$ cat src/rtl/instr_controller.sv
// Instruction-register and sequencing FSM for a simple datapath.
// Captures an instruction word, decodes it and steps the datapath strobes one state per clock.
module instr_controller (
    input  logic        clk,
    input  logic        reset,
    input  logic        s,
    input  logic        load,
    input  logic [15:0] in,
    output logic        w,
    output logic [2:0]  readnum,
    output logic [2:0]  writenum,
    output logic        loada,
    output logic        loadb,
    output logic        loadc,
    output logic        loads,
    output logic        asel,
    output logic        bsel,
    output logic        write,
    output logic [1:0]  vsel,
    output logic [1:0]  ALUop,
    output logic [1:0]  shift,
    output logic [15:0] sximm5,
    output logic [15:0] sximm8
);

    typedef enum logic [2:0] {
        StWait, StDecode, StGetA, StGetB, StExec, StWriteImm, StWriteReg
    } state_e;

    state_e      state_q, state_d;
    logic [15:0] ir_q, ir_d;

    logic [2:0] opcode, rn, rd, rm;
    logic [1:0] op;
    logic       is_movi, is_movr, is_mvn, is_alu, is_cmp;

    assign opcode = ir_q[15:13];
    assign op     = ir_q[12:11];
    assign rn     = ir_q[10:8];
    assign rd     = ir_q[7:5];
    assign rm     = ir_q[2:0];

    assign is_movi = (opcode == 3'b110) && (op == 2'b10);
    assign is_movr = (opcode == 3'b110) && (op == 2'b00);
    assign is_mvn  = (opcode == 3'b101) && (op == 2'b11);
    assign is_alu  = (opcode == 3'b101) && (op != 2'b11);
    assign is_cmp  = (opcode == 3'b101) && (op == 2'b01);

    assign shift  = ir_q[4:3];
    assign sximm5 = {{11{ir_q[4]}}, ir_q[4:0]};
    assign sximm8 = {{8{ir_q[7]}}, ir_q[7:0]};

    always_comb begin
        ir_d    = ir_q;
        state_d = state_q;
        case (state_q)
            StWait: begin
                if (load) ir_d = in;
                if (s) state_d = StDecode;
            end
            StDecode: begin
                if (is_movi)                state_d = StWriteImm;
                else if (is_movr || is_mvn) state_d = StGetB;
                else if (is_alu)            state_d = StGetA;
                else                        state_d = StWait;
            end
            StGetA:     state_d = StGetB;
            StGetB:     state_d = StExec;
            StExec:     state_d = is_cmp ? StWait : StWriteReg;
            StWriteImm: state_d = StWait;
            StWriteReg: state_d = StWait;
            default:    state_d = StWait;
        endcase
    end

    // Outputs are registered from the next state; the IR only changes on entry to
    // DECODE, where every strobe is idle, so decoding ir_q here is safe.
    always_ff @(posedge clk) begin
        if (reset) begin
            state_q  <= StWait;
            ir_q     <= '0;
            w        <= 1'b1;
            readnum  <= '0;
            writenum <= '0;
            loada    <= 1'b0;
            loadb    <= 1'b0;
            loadc    <= 1'b0;
            loads    <= 1'b0;
            asel     <= 1'b0;
            bsel     <= 1'b0;
            write    <= 1'b0;
            vsel     <= '0;
            ALUop    <= '0;
        end else begin
            state_q  <= state_d;
            ir_q     <= ir_d;
            w        <= (state_d == StWait);
            readnum  <= '0;
            writenum <= '0;
            loada    <= 1'b0;
            loadb    <= 1'b0;
            loadc    <= 1'b0;
            loads    <= 1'b0;
            asel     <= 1'b0;
            bsel     <= 1'b0;
            write    <= 1'b0;
            vsel     <= '0;
            ALUop    <= '0;
            case (state_d)
                StGetA: begin
                    readnum <= rn;
                    loada   <= 1'b1;
                end
                StGetB: begin
                    readnum <= rm;
                    loadb   <= 1'b1;
                end
                StExec: begin
                    asel  <= is_movr || is_mvn;
                    ALUop <= is_movr ? 2'b00 : op;
                    loadc <= !is_cmp;
                    loads <= is_cmp;
                end
                StWriteImm: begin
                    writenum <= rn;
                    vsel     <= 2'b01;
                    write    <= 1'b1;
                end
                StWriteReg: begin
                    writenum <= rd;
                    vsel     <= 2'b11;
                    write    <= 1'b1;
                end
                default: ;
            endcase
        end
    end

endmodule

$ cat config.mk
export PLATFORM = sky130hd
export DESIGN_NAME = instr_controller
export DESIGN_NICKNAME = d
export VERILOG_FILES = /design/src/rtl/instr_controller.sv
export SDC_FILE = /design/constraint.sdc
export NUM_CORES = 1
export LEC_CHECK = 0
export BUFFER_PORTS_ARGS = -buffer_cell sky130_fd_sc_hd__buf_4
export CORE_MARGIN = 2
export CORE_UTILIZATION = 46
export DETAILED_ROUTE_END_ITERATION = 8
export PLACE_DENSITY_LB_ADDON = 0.1
export SLEW_MARGIN = 15
export SYNTH_ARGS = -nofsm -noshare
export SYNTH_HDL_FRONTEND = slang
export SYNTH_SLANG_ARGS = --single-unit
$ cat constraint.sdc
create_clock -name clk -period 1.95 [get_ports clk]
set_input_delay 0.4875 -clock clk [delete_from_list [all_inputs] [get_ports clk]]
set_output_delay 0.4875 -clock clk [all_outputs]
set_load 0.02 [all_outputs]
=== Word-level counts from Yosys, hierarchy flattened ===
Cells that the tools add are included.

* Word-level logic and storage cells: 55
* Register bits: 36

* Reduce and logical (&&, ||, !) cells: 14
* Bitwise logic cells: 1
* Multiplexer cells: 12
* Equal/unequal tests: 15

{| class="wikitable"
|+ Operators with widths
! kind !! number
|-
| $eq 3x3->1 const B || 6
|-
| $pmux 3 s5 || 1
|-
| $eq 3x2->1 const B || 4
|-
| $pmux 3 s2 || 2
|-
| $mux 3 || 3
|-
| $logic_not 3->1 || 2
|-
| $logic_and 1x1->1 || 5
|-
| $eq 2x2->1 const B || 2
|-
| $mux 2 || 2
|-
| $pmux 2 s2 || 1
|-
| $reduce_or 2->1 || 2
|-
| $eq 3x1->1 const B || 1
|-
| $mux 1 || 3
|-
| $reduce_or 3->1 || 1
|-
| $eq 2x1->1 const B || 1
|-
| $logic_not 2->1 || 1
|-
| $ne 2x2->1 const B || 1
|-
| $reduce_and 2->1 || 1
|-
| $logic_not 1->1 || 1
|-
| $logic_or 1x1->1 || 1
|-
| $not 1->1 || 1
|}

=== Depth between registers and ports, before layout ===
* Word-level depth: 9
* Gate-level depth with buffers: 6

=== Worst setup path before layout ===
OpenSTA, ideal clock, no wires.

* Path type: register to register
* Start point: register ir_q[11]
* End point: register w
* Cell stages (with the launch flop): 5
* Library setup time: 115 ps
* Required time: 1,835 ps
* Path slack: 543 ps
* Arrival: 1,291 ps
* Path buffers: 0
* Path through: dfxtp_1 or4b_4 a21oi_1 a211oi_1 a31o_1

* Word-level cells in the longest chain between the ends: 7

{| class="wikitable"
|+ Ends and longest elaborated chain
! what !! line !! text
|-
| start, declared || 31 || <nowiki>logic [15:0] ir_q, ir_d;</nowiki>
|-
| start signal, assigned || 96 || <nowiki>ir_q <= ir_d;</nowiki>
|-
| $ne 2x2->1 (tied with other cells) || 46 || <nowiki>assign is_alu = (opcode == 3'b101) && (op != 2'b11);</nowiki>
|-
| $logic_and 1x1->1 (on tied branches) || 46, 44, 45 ||
|-
| $mux 2 / $logic_or 1x1->1 (equally long branches) || 64, 63 ||
|-
| $mux 2 || 63 || <nowiki>else if (is_movr || is_mvn) state_d = StGetB;</nowiki>
|-
| $mux 3 || 62 || <nowiki>if (is_movi) state_d = StWriteImm;</nowiki>
|-
| $pmux 3 s5 (*) || 56 || <nowiki>case (state_q)</nowiki>
|-
| $logic_not 3->1 (*) || 97 || <nowiki>w <= (state_d == StWait);</nowiki>
|-
| end signal, assigned || 97 ||
|-
| end, declared || 9 || <nowiki>output logic w,</nowiki>
|}

Every way passes the cells marked *; elsewhere a longest branch is shown, timed or not.
A chain may end at the register's enable or synchronous reset.

=== Final worst setup path ===
* Start point: register ir_q[4]
* End point: output port sximm5[10]

{| class="wikitable"
|+ RTL lines
! what !! line !! text
|-
| end, declared || 22 || <nowiki>output logic [15:0] sximm5,</nowiki>
|}

No word-level cell between the ends.

==> flow_summary_export.csv <==
group,metric,value,unit
power,power.total,1.446,mW
clock_tree,path_clk_slew,100,ps
global_route,track_usage,16.78,%
global_route,antenna_found_initial,0,
global_route,grt_pass1_vias,1086,
global_route,grt_pass1_wl,5099,µm
clock_tree,cts_root_buffer,"clkbuf_4",
timing,fin_tns_setup,0,ps
placement,port_buffers,70,
route,route.top_layer_used,"met4",
run,drv_cap,0,
clock_tree,cts_tree,"built",
clock_tree,hold_buffers,0,
power,p_per_area,736.6,mW/mm²
die,fp.coreArea,0.003311,mm²
final_layout,areaGrowthSynthToFinish,24.03,%
route,ant_nets,0,
worst_setup_path,worstRegToRegCells,4,
synthesis,synth.cell_area,0.001583,mm²
clock_tree,cts_buffers,5,
timing,fin_crit,1636,ps
power,ir_drop,0.3556,mV
timing,fmax,611.2,MHz
route,wl_per_cell,12.02,µm
min_path,holdCritPathClass,"in2reg",
route,vias_per_cell,4.698,
worst_setup_path,crit_path_start,"ir_q[4]",
worst_setup_path,crit_end,"sximm5[10]",
global_route,grt-ovfl-total,0,
route,wl_met1,1391,µm
synthesis,synth_nets,203,
timing,final_max_slew_viol_count,0,
placement,hpwlAfterDp,2409,µm
worst_setup_path,r2r-start,"ir_q[11]",
power,power.leakage,0.8789,nW
worst_setup_path,cp-start-kind,"register",
status,status,"finished clean",
synthesis,syn_area_per_cell,8.649,µm²
synthesis,ys.flop_type,"dfxtp_1",
worst_setup_path,path_depth,1,
worst_setup_path,crit_type,"reg2out",
route,vias,1259,
die,start_util,47.81,%
final_layout,num_antenna_cells,0,
worst_setup_path,cp.arrival,1150,ps
synthesis,yosysUniqueCellTypes,35,
timing,rsz0062_at_grt,"no",
synthesis,async_flop_share,0,%
timing,hold_violations,0,
synthesis,yosysWarnings,0,
route,wl_met2,1533,µm
clock_tree,cts_htree_levels,2,
worst_setup_path,cp_data_required_time,1460,ps
route,drc_errors,0,
worst_setup_path,crit_slowest_cell,"dfxtp_1",
worst_setup_path,critPathBufInv,1,
worst_setup_path,max_stage_delay,590,ps
synthesis,synth_seq_cells,35,
die,die_y,62.66,µm
clock_tree,post_cts_resized,0,
timing,finClkSkew,8.047,ps
timing,setup-violations-final,0,
worst_setup_path,cp_cell_sequence,"buf_4",
synthesis,ys_seq_area_share,44.27,%
synthesis,synth_edf_count,0,
placement,routabilityCongestion,0.9604,
synthesis,syn-instance-count,183,
worst_setup_path,crit_fanout,15,
clock_tree,clk_latency,330,ps
die,num_io_pins,72,
timing,finalCritPeriodShare,83.90,%
worst_setup_path,crit_family,"flip-flops",
worst_setup_path,r2r_end,"readnum[1]",
worst_setup_path,rrSetupSlack,400,ps
clock_tree,clockBufferDepth,2,
worst_setup_path,end_kind,"output pin",
clock_tree,cts_setup_buffers,0,
die,dieArea,0.003926,mm²
die,fp.dieW,62.66,µm
global_route,grt_max_degree,24,
final_layout,nets,241,
die,num_rows,21,
final_layout,drive_above_1_share,39.64,%
route,drt-initial-drc-count,45,
clock_tree,numClockSinks,35,
route,dr.pass1.iters,4,
route,drt_wl_total,3221,µm
route,wl_met3,225,µm
## flip-flops by register name (all words and copies together), names as in the netlist
signal	cells
readnum	3
loadb	1
asel	1
w	1
loada	1
state_q	3
ALUop	2
writenum	3
loadc	1
ir_q	16
write	1
vsel	1
loads	1
## metrics by stage
| step | hold slack, ps | cells | util [%] | cell area (µm²) | worst slack [ps] |
|---|---|---|---|---|---|
| 2_1_floorplan | 449.3 | 183 | - | 1583 | 543.2 |
| 3_3_place_gp | 470.1 | 260 | 57.22 | 1894 | 486.7 |
| 3_5_place_dp | 474.3 | 260 | 57.22 | 1894 | 446.0 |
| 4_1_cts | 374.9 | 268 | 59.30 | 1963 | 291.1 |
| 5_1_grt | 379.3 | 268 | 59.30 | 1963 | 238.6 |
| 6_report | 388.6 | 268 | 59.30 | 1963 | 314.0 |
## report_power, final
group          internal, mW  switching (mW)  total, mW
Clock                 0.212           0.222      0.434
Sequential            0.738          0.0305      0.769
Combinational         0.109           0.134      0.243
Total                  1.06           0.387       1.45
## cells in the final DEF (no fill, tap or decap), types with 2 or more instances in the layout
cell and instances:
clkbuf_8 2, o21ai_0 4, a211oi_1 2, dfxtp_1 35, inv_1 5, a22o_1 3, nand2b_1 2, clkbuf_4 5
buf_4 73, nand2_1 32, a21oi_1 21, nor2_1 10, nand3_1 4, nand3b_1 2
## layer usage
metal | global-route usage [%] | vias to the layer above
met4 | 9.167 | 0
li1 | - | 647
met1 | 20.48 | 553
met2 | 26.88 | 51
met3 | 4.505 | 8
met5 | 0 | -
## cells by family (layout without fill, tap and decap cells)
group,after synthesis,in the layout,share of synthesized area [%]
other,1,1,0.2369
and+or+nand+nor,62,62,20.47
buffers and inverters,47,86,19.76
AOI/OAI and AO/OA,38,38,15.26
DFF,35,35,44.27
## cell type report
cell class / instances / area (µm²)
fill: 319 / 1348
sequential: 35 / 700.7
multi-input combinational: 101 / 569.3
timing repair buffer: 73 / 548.0
clock buffer: 8 / 68.82
tap: 46 / 57.56
inverter: 5 / 18.77
## synth_stat cells (2+ instances only)
master / number / share of area (%)
buf_4: 36 / 17
dfxtp_1: 35 / 44
nand2_1: 32 / 7.6
a21oi_1: 21 / 6.6
nor2_1: 10 / 2.4
clkbuf_1: 5 / 1.2
inv_1: 5 / 1.2
nand3_1: 4 / 1.3
o21ai_0: 4 / 1.3
a22o_1: 3 / 1.7
a211oi_1: 2 / 0.95
nand2b_1: 2 / 0.79
nand3b_1: 2 / 0.95
## tightest hold or removal path: stages
cell and delay [ps]:
buf_4 110, nand2_1 40, a21oi_1 50
## worst min-delay path by stage
| stage | start | end | cells past startpoint |
|---|---|---|---|
| floorplan | ir_q[10] | ir_q[10] | 2 |
| global placement | ir_q[5] | ir_q[5] | 2 |
| detailed placement | ir_q[5] | ir_q[5] | 2 |
| CTS | in[12] | ir_q[12] | 3 |
| global route | in[2] | ir_q[2] | 3 |
| finish | in[2] | ir_q[2] | 3 |
Note: power is estimated with default switching activity, not from simulation.
